### src/rtl/ws2812_bit_encoder_if.sv
// Pixel-level handshake between the WS2812 frame controller and the bit encoder:
// colour capture strobe, transmit window, and the serial line / status returned.
interface ws2812_bit_encoder_if;
  logic       load_sreg;
  logic       transmit_pixel;
  logic [7:0] red;
  logic [7:0] green;
  logic [7:0] blue;
  logic       data_out;
  logic       pixel_done;
  logic       protocol_err;

  modport master (
    output load_sreg,
    output transmit_pixel,
    output red,
    output green,
    output blue,
    input  data_out,
    input  pixel_done,
    input  protocol_err
  );

  modport slave (
    input  load_sreg,
    input  transmit_pixel,
    input  red,
    input  green,
    input  blue,
    output data_out,
    output pixel_done,
    output protocol_err
  );
endinterface

### src/rtl/ws2812_bit_encoder.sv
// WS2812 bit encoder: serialises one 24-bit GRB pixel, MSB first, as BIT_CYCLES-long
// bit cells whose high phase is T0H or T1H cycles; flags controller protocol misuse.
module ws2812_bit_encoder #(
  parameter int BIT_CYCLES = 15,
  parameter int T0H        = 5,
  parameter int T1H        = 10
) (
  input  logic                 clk,
  input  logic                 rst_n,
  ws2812_bit_encoder_if.slave  bus
);

  localparam logic [3:0] LAST_CYCLE = 4'(BIT_CYCLES - 1);
  localparam logic [3:0] T0H_CYC    = 4'(T0H);
  localparam logic [3:0] T1H_CYC    = 4'(T1H);
  localparam logic [4:0] LAST_BIT   = 5'd23;

  typedef enum logic [1:0] {
    ST_IDLE   = 2'd0,
    ST_LOADED = 2'd1,
    ST_SHIFT  = 2'd2
  } state_e;

  state_e      state_q, state_d;
  logic [23:0] sreg_q, sreg_d;
  logic [3:0]  cycle_cnt_q, cycle_cnt_d;
  logic [4:0]  bit_cnt_q, bit_cnt_d;
  logic        data_out_q, data_out_d;
  logic        pixel_done_q, pixel_done_d;
  logic        protocol_err_q, protocol_err_d;

  logic [3:0]  cycle_nxt_s;
  logic [3:0]  high_cyc_s;

  // High time of the bit currently at the head of the shift register.
  assign cycle_nxt_s = cycle_cnt_q + 4'd1;
  assign high_cyc_s  = sreg_q[23] ? T1H_CYC : T0H_CYC;

  // Next-state, datapath and output decode.
  always_comb begin
    state_d        = state_q;
    sreg_d         = sreg_q;
    cycle_cnt_d    = cycle_cnt_q;
    bit_cnt_d      = bit_cnt_q;
    data_out_d     = 1'b0;
    pixel_done_d   = 1'b0;
    protocol_err_d = protocol_err_q;

    case (state_q)
      ST_IDLE: begin
        if (bus.load_sreg) begin
          sreg_d         = {bus.green, bus.red, bus.blue};
          state_d        = ST_LOADED;
          protocol_err_d = protocol_err_q | bus.transmit_pixel;
        end else if (bus.transmit_pixel) begin
          // Transmit without a captured pixel: refuse to drive the line.
          protocol_err_d = 1'b1;
        end else begin
          state_d = ST_IDLE;
        end
      end

      ST_LOADED: begin
        if (bus.load_sreg) begin
          sreg_d         = {bus.green, bus.red, bus.blue};
          state_d        = ST_LOADED;
          protocol_err_d = protocol_err_q | bus.transmit_pixel;
        end else if (bus.transmit_pixel) begin
          state_d     = ST_SHIFT;
          cycle_cnt_d = 4'd0;
          bit_cnt_d   = 5'd0;
          data_out_d  = 1'b1;
        end else begin
          state_d = ST_LOADED;
        end
      end

      ST_SHIFT: begin
        // The final cell closes on the cycle after the transmit window, so
        // completion must win over the window-dropped check.
        if ((cycle_cnt_q == LAST_CYCLE) && (bit_cnt_q == LAST_BIT)) begin
          state_d        = ST_IDLE;
          cycle_cnt_d    = 4'd0;
          bit_cnt_d      = 5'd0;
          pixel_done_d   = 1'b1;
          protocol_err_d = protocol_err_q | bus.load_sreg;
        end else if (!bus.transmit_pixel) begin
          state_d        = ST_IDLE;
          cycle_cnt_d    = 4'd0;
          bit_cnt_d      = 5'd0;
          protocol_err_d = 1'b1;
        end else begin
          protocol_err_d = protocol_err_q | bus.load_sreg;
          if (cycle_cnt_q != LAST_CYCLE) begin
            cycle_cnt_d = cycle_nxt_s;
            data_out_d  = (cycle_nxt_s < high_cyc_s);
          end else begin
            sreg_d      = {sreg_q[22:0], 1'b0};
            bit_cnt_d   = bit_cnt_q + 5'd1;
            cycle_cnt_d = 4'd0;
            data_out_d  = 1'b1;
          end
        end
      end

      default: begin
        state_d     = ST_IDLE;
        cycle_cnt_d = 4'd0;
        bit_cnt_d   = 5'd0;
      end
    endcase
  end

  // State and output registers with asynchronous clear.
  always_ff @(posedge clk or negedge rst_n) begin
    if (!rst_n) begin
      state_q        <= ST_IDLE;
      sreg_q         <= 24'd0;
      cycle_cnt_q    <= 4'd0;
      bit_cnt_q      <= 5'd0;
      data_out_q     <= 1'b0;
      pixel_done_q   <= 1'b0;
      protocol_err_q <= 1'b0;
    end else begin
      state_q        <= state_d;
      sreg_q         <= sreg_d;
      cycle_cnt_q    <= cycle_cnt_d;
      bit_cnt_q      <= bit_cnt_d;
      data_out_q     <= data_out_d;
      pixel_done_q   <= pixel_done_d;
      protocol_err_q <= protocol_err_d;
    end
  end

  assign bus.data_out     = data_out_q;
  assign bus.pixel_done   = pixel_done_q;
  assign bus.protocol_err = protocol_err_q;

endmodule

### src/flat_wrapper.sv
// flat-port wrapper written by rule: the top's interface ports become plain ports
module ws2812_bit_encoder_flat 
#(
  parameter int BIT_CYCLES = 15,
  parameter int T0H        = 5,
  parameter int T1H        = 10
)
  (clk, rst_n, bus_load_sreg, bus_transmit_pixel, bus_red, bus_green, bus_blue, bus_data_out, bus_pixel_done, bus_protocol_err);
  ws2812_bit_encoder_if bus_i ();
  input  logic clk;
  input  logic rst_n;
  input wire logic [$bits(bus_i.load_sreg)-1:0] bus_load_sreg;
  input wire logic [$bits(bus_i.transmit_pixel)-1:0] bus_transmit_pixel;
  input wire logic [$bits(bus_i.red)-1:0] bus_red;
  input wire logic [$bits(bus_i.green)-1:0] bus_green;
  input wire logic [$bits(bus_i.blue)-1:0] bus_blue;
  output wire logic [$bits(bus_i.data_out)-1:0] bus_data_out;
  output wire logic [$bits(bus_i.pixel_done)-1:0] bus_pixel_done;
  output wire logic [$bits(bus_i.protocol_err)-1:0] bus_protocol_err;
  assign bus_i.load_sreg = bus_load_sreg;
  assign bus_i.transmit_pixel = bus_transmit_pixel;
  assign bus_i.red = bus_red;
  assign bus_i.green = bus_green;
  assign bus_i.blue = bus_blue;
  assign bus_data_out = bus_i.data_out;
  assign bus_pixel_done = bus_i.pixel_done;
  assign bus_protocol_err = bus_i.protocol_err;
  ws2812_bit_encoder #(.BIT_CYCLES(BIT_CYCLES), .T0H(T0H), .T1H(T1H)) u_core (.clk(clk), .rst_n(rst_n), .bus(bus_i));
endmodule
### config.mk
export PLATFORM = sky130hd
export DESIGN_NAME = ws2812_bit_encoder_flat
export DESIGN_NICKNAME = d
export VERILOG_FILES = /design/src/rtl/ws2812_bit_encoder_if.sv /design/src/rtl/ws2812_bit_encoder.sv /design/src/flat_wrapper.sv
export SDC_FILE = /design/constraint.sdc
export NUM_CORES = 1
export LEC_CHECK = 0
export CORE_MARGIN = 5
export CORE_UTILIZATION = 45
export DETAILED_ROUTE_END_ITERATION = 8
export GPL_TIMING_DRIVEN = 1
export PLACE_DENSITY = 0.69
export SKIP_CTS_REPAIR_TIMING = 1
export SYNTH_ARGS = -nofsm -noshare
export SYNTH_HDL_FRONTEND = slang
export SYNTH_SLANG_ARGS = --single-unit
### constraint.sdc
create_clock -name clk -period 2.4 [get_ports clk]
set_input_delay 0.72 -clock clk [delete_from_list [all_inputs] [get_ports clk]]
set_output_delay 0.72 -clock clk [all_outputs]
set_load 0.02 [all_outputs]
==> results.md, run 1 <==
Pwr:
- The areal power density over the cells is 978 nW/um^2.
- Overall power consumption after layout is estimated at 2.44 mW.
- VDD sags by at most 0.474 mV.
- The leakage power total is 1.12 nW.

Placement:
- Detailed placement ended at an HPWL of 2940 um.
- Port buffering added 30 buffers.
- The congestion estimate from routability-driven global placement came to 0.864.
- The minimum setup slack after placement is 0.00137 ns.

Detailed routing:
- Wires add up to 3960 um.
- The count of nets left with antenna violations after detail routing is 0.
- The via total after detailed routing is 1578.
- After the first detailed-routing iteration, the DRC count stood at 113.
- The detail-routed via count per cell is 5.72.
- The average wire per standard cell is 14.4 um.
- Before antenna repair, the detailed router went through 4 iterations.
- The post-detailed-route DRC marker count is 0.

Critical path:
- For the worst setup path, the data required time is 2.56 ns.
- The delay of the slowest cell on the worst path is 0.47 ns.
- The number of cells on the worst reg-to-reg path is 6.
- The startpoint identified for the worst register-to-register timing path is u_core.state_q[1]$_DFF_PN0_.
- At the worst endpoint, the arrival time is 2.26 ns.
- The critical path goes through clkdlybuf4s50_1 > o21ba_1 > or2_1 > a21o_4 > a221o_2.
- The class of the most critical setup path is in2reg.
- Broken down by cell family, the worst path's largest delay share belongs to compound AO/OA/AOI/OAI gates.
- The number of buffers and inverters on the critical path is 1.
- Across all register-to-register paths, the minimum setup slack is 0.39 ns.
- Along the worst path, the maximum fanout reaches 24.
- The worst register-to-register path ends at u_core.sreg_q[12]$_DFFE_PN0P_.
- The critical-path cell with the highest stage delay is sky130_fd_sc_hd__clkdlybuf4s50_1.
- The worst setup path is launched from a primary input.
- The kind of capture point of the worst setup path is a flip-flop.

Status:
- The flow ran to the end, and the final reports show no timing, DRC or antenna violations.

STA:
- The final-report setup violation count is 0.
- The count of final max-slew check failures is 0.
- The period utilization is 87.3%.
- Setup repair after global routing left no endpoint under its margin.
- The number of endpoints with negative hold slack in the final report is 0.
- Across all setup checks in the final design, the least slack found is 0.305 ns.
- The worst pin sits at a relative slew slack of 45.9%.
- The largest clock skew in the final design is 0.00492 ns.
- The time the final worst path needs with I/O delays and setup is 2.10 ns.
- At the pin with the least slew margin, the transition time is 0.812 ns.
- The final total negative setup slack is 0 ns.
- The peak clock frequency supported by timing is 0.477 GHz.

Floorplan:
- The count of pins on the block boundary is 31.
- The count of standard-cell rows is 24.
- The die area is 5910 um^2.
- The die extent in x is 76.9 um.
- For this configuration, the core starts out at a cell density of 46.3%.
- The region available for standard cell placement spans 4350 um^2.
- The die span in y is 76.9 um.

Layout:
- The net count of the finished layout is 262.
- The final-layout fill cell count is 358.
- The post-route netlist has 11.2% of its cells at a drive strength greater than 1.
- The synthesis-to-layout area growth is 24.0%.
- The number of antenna diodes in the final layout is 0.

Synth:
- The yosys synthesis warning count is 0.
- The top cell type by area accounts for 47.2% of the synthesized area.
- By area the synthesized netlist is led by sky130_fd_sc_hd__dfrtp_1, sky130_fd_sc_hd__a221o_1, sky130_fd_sc_hd__and2_1.
- The average instance in the mapped netlist occupies 10.8 um^2.
- The synthesized design contains 38 register bits.
- The sequential cell area fraction in the yosys report is 47.2%.
- The number of distinct library cell variants in the gate-level netlist after synthesis is 37.
- The instance count of the mapped netlist is 186.
- Sorting the synthesized cells by how often they occur yields sky130_fd_sc_hd__dfrtp_1, sky130_fd_sc_hd__and2_1, sky130_fd_sc_hd__a221o_1.
- The most used flip-flop cell after synthesis is sky130_fd_sc_hd__dfrtp_1.
- Summing every instance area after synthesis gives 2010 um^2.
- The share of flip-flops with an asynchronous set or reset after synthesis is 100%.
- The biggest area contributor in the post-synthesis netlist is sky130_fd_sc_hd__dfrtp_1.
- Synthesis produced a netlist with a net count of 225.
- The dominant cell by count in the synthesized netlist is sky130_fd_sc_hd__dfrtp_1.
- Yosys mapped a number of flops with a built-in enable equal to 0.

Clock tree:
- The clock root buffer master is sky130_fd_sc_hd__clkbuf_8.
- The count of clock tree sinks is 38.
- The maximum buffer depth of the clock tree is 2.
- The clock transition time at the flip-flop clock pins of the worst setup and hold paths is 0.07 ns.
- For the worst-skew pair, the clock arrives at the later sink with an insertion delay of 0.28 ns.
- The H-tree was split into 2 levels.
- Buffers inserted during clock tree synthesis total 5.
- TritonCTS built the clock tree.

Global routing:
- The global-route met2 utilization is 23.5%.
- In this run the most used layer during global routing was met2.
- Global routing consumed, on the met1 layer, 18.8% of the routing resources.
- The largest net degree at the start of global routing is 39.
- Global routing used 14.5% of the available tracks across all layers.
- The leftover overflow at the end of global routing is 0.
- The number of antenna violations at the first check in global routing was 0.
- The fraction of met3 tracks used by global routing is 3.86%.
- The first global-routing pass estimated 7160 um of wire.
- The via count of the first global-routing pass is 1643.

Hold path:
- The worst hold path begins at u_core.bit_cnt_q[1]$_DFFE_PN0P_.
- Along the worst hold path, the cell count comes to 2.
- The path class of the lowest-slack min-delay path is reg2reg.
- The path with the worst hold slack has its endpoint at u_core.bit_cnt_q[1]$_DFFE_PN0P_.

Flow run:
- The count of maximum capacitance violations is 0.
## state kept, by name (all words and copies together) (netlist names)
signal,flops
u_core.bus.protocol_err,1
u_core.cycle_cnt_q,4
u_core.bit_cnt_q,5
u_core.bus.pixel_done,1
u_core.sreg_q,24
u_core.bus.data_out,1
u_core.state_q,2
## kinds of logic (layout without fill, tap and decap cells)
group	after synthesis	after routing	synth area share [%]
AO/OA/AOI/OAI	54	54	22.0
XOR/XNOR	2	2	0.870
adder cells (fa/ha/maj)	11	11	6.83
buffers and inverters	16	54	4.66
flip-flops	38	38	47.2
AND/OR/NAND/NOR	65	65	18.4
## worst max-delay path by stage
stage / slack [ns] / cells after the start / from / endpoint
2_1_floorplan: 0.52 / 7 / u_core.state_q[1]$_DFF_PN0_ / u_core.sreg_q[10]$_DFFE_PN0P_
3_3_place_gp: 0.02 / 5 / bus_load_sreg / u_core.sreg_q[14]$_DFFE_PN0P_
3_5_place_dp: 0.001 / 5 / bus_load_sreg / u_core.sreg_q[12]$_DFFE_PN0P_
4_1_cts: 0.31 / 5 / bus_load_sreg / u_core.sreg_q[12]$_DFFE_PN0P_
5_1_grt: 0.24 / 6 / bus_load_sreg / u_core.bit_cnt_q[2]$_DFFE_PN0P_
6_report: 0.30 / 5 / bus_load_sreg / u_core.sreg_q[12]$_DFFE_PN0P_
## tightest hold or removal path: cells and delay by family, from the launching register on
| family | cells | cell delay [ns] |
|---|---|---|
| AND/OR/NAND/NOR | 2 | 0.11 |
| flip-flops | 1 | 0.37 |
## cell type report
type	instances	area [um^2]	share of cell area, %
timing repair buffer	38	368	14.7
sequential	38	951	38.1
multi-input combinational	132	975	39.0
clock buffer	8	110	4.41
tap	52	65.1	2.60
inverter	8	30.0	1.20
## stage by stage
stage	cells	util, %	cell area (um^2)	hold WS [ns]
final	276	57.4	2500	0.504
after global routing	276	57.4	2500	0.528
after CTS	276	57.4	2500	0.509
after detailed placement	268	54.9	2390	0.494
after global placement	268	54.9	2390	0.489
after floorplan	186	-	2010	0.424
## cells in the final DEF, fill, tap and decap left out, types with 4 or more instances in the layout
| cell type | instances |
|---|---|
| sky130_fd_sc_hd__dfrtp_1 | 38 |
| sky130_fd_sc_hd__clkdlybuf4s50_1 | 29 |
| sky130_fd_sc_hd__and2_1 | 25 |
| sky130_fd_sc_hd__a221o_1 | 21 |
| sky130_fd_sc_hd__o21ai_0 | 11 |
| sky130_fd_sc_hd__ha_1 | 11 |
| sky130_fd_sc_hd__nand2_1 | 9 |
| sky130_fd_sc_hd__inv_1 | 8 |
| sky130_fd_sc_hd__clkbuf_8 | 8 |
| sky130_fd_sc_hd__a21oi_1 | 7 |
| sky130_fd_sc_hd__buf_4 | 7 |
| sky130_fd_sc_hd__nand3_1 | 5 |
| sky130_fd_sc_hd__nor2_1 | 5 |
| sky130_fd_sc_hd__nand2b_1 | 4 |
## power breakdown
part	internal [mW]	total [mW]	leakage (nW)	switching [mW]
registers	0.873	1.03	0.479	0.155
logic	0.470	0.919	0.585	0.449
clock network	0.290	0.497	0.0575	0.207
total	1.63	2.44	1.12	0.810
## layer usage
metal | vias up | share of wire (%)
met1 | 768 | 46
met4 | 0 | 1.0
met3 | 7 | 4.8
met5 | - | 0
met2 | 42 | 48
li1 | 761 | -
No activity file was read; power rests on OpenSTA's default activity.
==> run 2: changes to the inputs <==
Settings changed: CORE_UTILIZATION 45 to 48, MAX_ROUTING_LAYER set to met4, PLACE_DENSITY 0.69 to 0.75.
Clock period 2.4 ns to 1.7 ns, I/O delays scaled along.
==> results.md, run 2 (synthesis results as in run 1) <==
Global routing:
- The largest net degree at the start of global routing is 39 (unchanged).
- The most used routing layer in global routing is met2 (unchanged).
- The global-route met2 utilization is 30.9% (was 23.5%).
- The number of antenna violations at the first check in global routing is 0 (unchanged).
- The first-pass GRT wire length is 7670 um (was 7160 um).
- The leftover overflow at the end of global routing was 0 (unchanged).
- The overall routing resource usage is 18.5% (was 14.5%).
- The fraction of met3 tracks used by global routing is 5.21% (was 3.86%).
- The via count of the first global-routing pass is 1693 (was 1643).
- The met1 track demand over resource in global routing is 21.8% (was 18.8%).

Layout:
- The largest register by flop count is u_core.sreg_q (unchanged).
- The final net count is 284 (was 262).
- The finished layout cell area came to 2820 um^2 (was 2500 um^2).
- The number of diodes is 0 (unchanged).
- The synthesis-to-layout area growth is 40.2% (was 24.0%).
- The fraction of final layout cells sized beyond drive strength 1 is 26.9% (was 11.2%).
- The final-layout fill cell count is 292 (was 358).
- The number of flip-flops in the largest register is 24 (unchanged).
- The leading cell type in the layout, fill and taps excluded is sky130_fd_sc_hd__dfrtp_1 (unchanged).
- Highest-count cells in the layout ignoring fill and taps: sky130_fd_sc_hd__dfrtp_1, sky130_fd_sc_hd__and2_1, sky130_fd_sc_hd__clkdlybuf4s50_1 (was sky130_fd_sc_hd__dfrtp_1, sky130_fd_sc_hd__clkdlybuf4s50_1, sky130_fd_sc_hd__and2_1).
- Biggest regs: u_core.sreg_q: 24 flops, u_core.bit_cnt_q: 5 flops, u_core.cycle_cnt_q: 4 flops (unchanged).
- The final cell utilization of the core is 70.1% (was 57.4%).

Detailed routing:
- The first-pass iteration count of the detailed router is 4 (unchanged).
- The via total after detailed routing is 1755 (was 1578).
- The detail-routed via count per cell is 5.95 (was 5.72).
- The post-detailed-route DRC marker count came to 0 (unchanged).
- The average wire per standard cell is 17.3 um (was 14.4 um).
- The number of violations reported at the end of detailed-routing iteration 0 is 89 (was 113).
- The count of nets left with antenna violations after detail routing is 0 (unchanged).
- The total routed wirelength came to 5110 um (was 3960 um).

STA:
- Setup repair after global routing missed its margin: true (was false).
- The number of endpoints with negative hold slack in the final report was 0 (unchanged).
- The largest clock skew in the final design was 0.00765 ns (was 0.00492 ns).
- The routed design could run at a clock period as short as 1.83 ns.
- The count of final max-slew check failures is 0 (unchanged).
- The period utilization is 108%.
- Timing would allow up to 0.547 GHz.
- The final-report setup violation count is 23 (was 0).
- The worst max-slew margin expressed relative to the limit was 68.5% (was 45.9%).
- The setup slack after layout came to -0.128 ns (was 0.305 ns).
- The transition time at the pin with the least slew margin was 0.472 ns (was 0.812 ns).

Clock tree:
- The number of clock buffers inserted by TritonCTS is 5 (unchanged).
- The clock root buffer master is sky130_fd_sc_hd__clkbuf_8 (unchanged).
- The clock insertion delay at the later pin of the skew report came to 0.29 ns (was 0.28 ns).
- The clock tree from TritonCTS is built (unchanged).
- The number of levels in the clock H-tree is 2 (unchanged).
- The maximum buffer depth of the clock tree is 2 (unchanged).
- The clock transition time at the flip-flop clock pins of the worst setup and hold paths is 0.07 ns (about the same).
- The count of clock tree sinks is 38 (unchanged).

Critical path:
- The peak fanout along the critical path is 6 (was 24).
- The kind of capture point of the worst setup path is a flip-flop (unchanged).
- The arrival time at the worst endpoint came to 2.00 ns (was 2.26 ns).
- The data required time at the worst endpoint is 1.87 ns (was 2.56 ns).
- The nature of the critical path startpoint is a flip-flop (was primary input).
- The class of the most critical setup path was reg2reg (was in2reg).

Pwr:
- The proportion of power drawn by the clock network is 19.3% (was 20.3%).
- The sequential share of power is 36.5% (was 42.1%).
- The switching share of total power is 34.1% (was 33.2%).
- The net load switching power is 1.37 mW (was 0.810 mW).
- The combinational cell fraction of total power came to 44.2% (was 37.6%).
- The maximum resistive drop on vdd came to 0.686 mV (was 0.474 mV).
- The leakage power total is 1.29 nW (was 1.12 nW).
- The areal power density over the cells is 1420 nW/um^2 (was 978 nW/um^2).
- The internal portion of total power is 2.65 mW (was 1.63 mW).

Placement:
- The number of input and output port buffers inserted was 30 (unchanged).
- The placement-stage cell area is 2510 um^2 (was 2390 um^2).
- The detailed placer's ending HPWL came to 3270 um (was 2940 um).
- The final weighted congestion of routability-driven global placement is 0.823 (was 0.864).

Floorplan:
- The die span in y is 74.8 um (was 76.9 um).
- The die area is 5590 um^2 (was 5910 um^2).
- The core region area is 4030 um^2 (was 4350 um^2).
- The starting utilization of the core area is 50.0% (was 46.3%).
- The count of standard-cell rows is 23 (was 24).
- The die extent in x is 74.8 um (was 76.9 um).
- The count of pins on the block boundary was 31 (unchanged).

Status:
- The checks that failed: setup timing.
- Result of the run: complete, but fails checks (was complete, no violations).

Hold path:
- The path class of the lowest-slack min-delay path was in2async (was reg2reg).

Flow run:
- The count of maximum capacitance violations is 0 (unchanged).
run 2: final timing paths:
kind	slack [ns]	startpoint	depth (start not counted)	end
setup / recovery	-0.13	u_core.state_q[0]$_DFF_PN0_	5	u_core.sreg_q[12]$_DFFE_PN0P_
hold / removal	0.26	rst_n	2	u_core.cycle_cnt_q[0]$_DFFE_PN0P_
setup reg to reg	-0.13	u_core.state_q[0]$_DFF_PN0_	5	u_core.sreg_q[12]$_DFFE_PN0P_
hold reg to reg	0.51	u_core.sreg_q[17]$_DFFE_PN0P_	1	u_core.sreg_q[18]$_DFFE_PN0P_
max in group asynchronous	1.10	rst_n	2	u_core.sreg_q[9]$_DFFE_PN0P_
min in group clk	0.51	u_core.sreg_q[17]$_DFFE_PN0P_	1	u_core.sreg_q[18]$_DFFE_PN0P_
run 2: layout make-up:
type / instances / area, um^2 / share of cell area [%]
tap: 50 / 62.6 / 2.22
multi-input combinational: 135 / 1130 / 40.1
clock inverter: 1 / 30.0 / 1.06
sequential: 38 / 951 / 33.7
inverter: 8 / 30.0 / 1.06
clock buffer: 6 / 82.6 / 2.92
timing repair buffer: 57 / 534 / 18.9
run 2: worst max-delay path, stage by stage, from the launching register on:
cell and delay, ns:
sky130_fd_sc_hd__dfrtp_1 0.43, sky130_fd_sc_hd__ha_2 0.21, sky130_fd_sc_hd__o21ba_4 0.22, sky130_fd_sc_hd__or2_4 0.28, sky130_fd_sc_hd__a21o_4 0.23, sky130_fd_sc_hd__a221o_2 0.35
run 2: power groups by stage:
stage | Sequential, mW | Combinational (mW) | Clock (mW)
floorplan | 1.41 | 0.990 | 0
global placement | 1.43 | 1.40 | 0
detailed placement | 1.45 | 1.48 | 0
CTS | 1.45 | 1.48 | 0.786
global route | 1.49 | 1.94 | 0.822
finish | 1.47 | 1.78 | 0.775
run 2: metal layers:
metal / wire [um] / share of wire, %
met5: 0 / 0
met4: 148 / 2.9
met3: 263 / 5.1
met2: 2600 / 51
met1: 2100 / 41
run 2: through the flow:
step | setup TNS, ns | hold WS [ns] | power, mW | instances | setup slack (ns)
3_3_place_gp | -14.11 | 0.485 | 2.84 | 282 | -0.467
6_report | -2.09 | 0.261 | 4.02 | 295 | -0.128
4_1_cts | -5.55 | 0.270 | 3.72 | 289 | -0.209
3_5_place_dp | -15.53 | 0.491 | 2.93 | 282 | -0.503
2_1_floorplan | -2.72 | 0.214 | 2.41 | 186 | -0.136
5_1_grt | -3.74 | 0.294 | 4.26 | 295 | -0.189
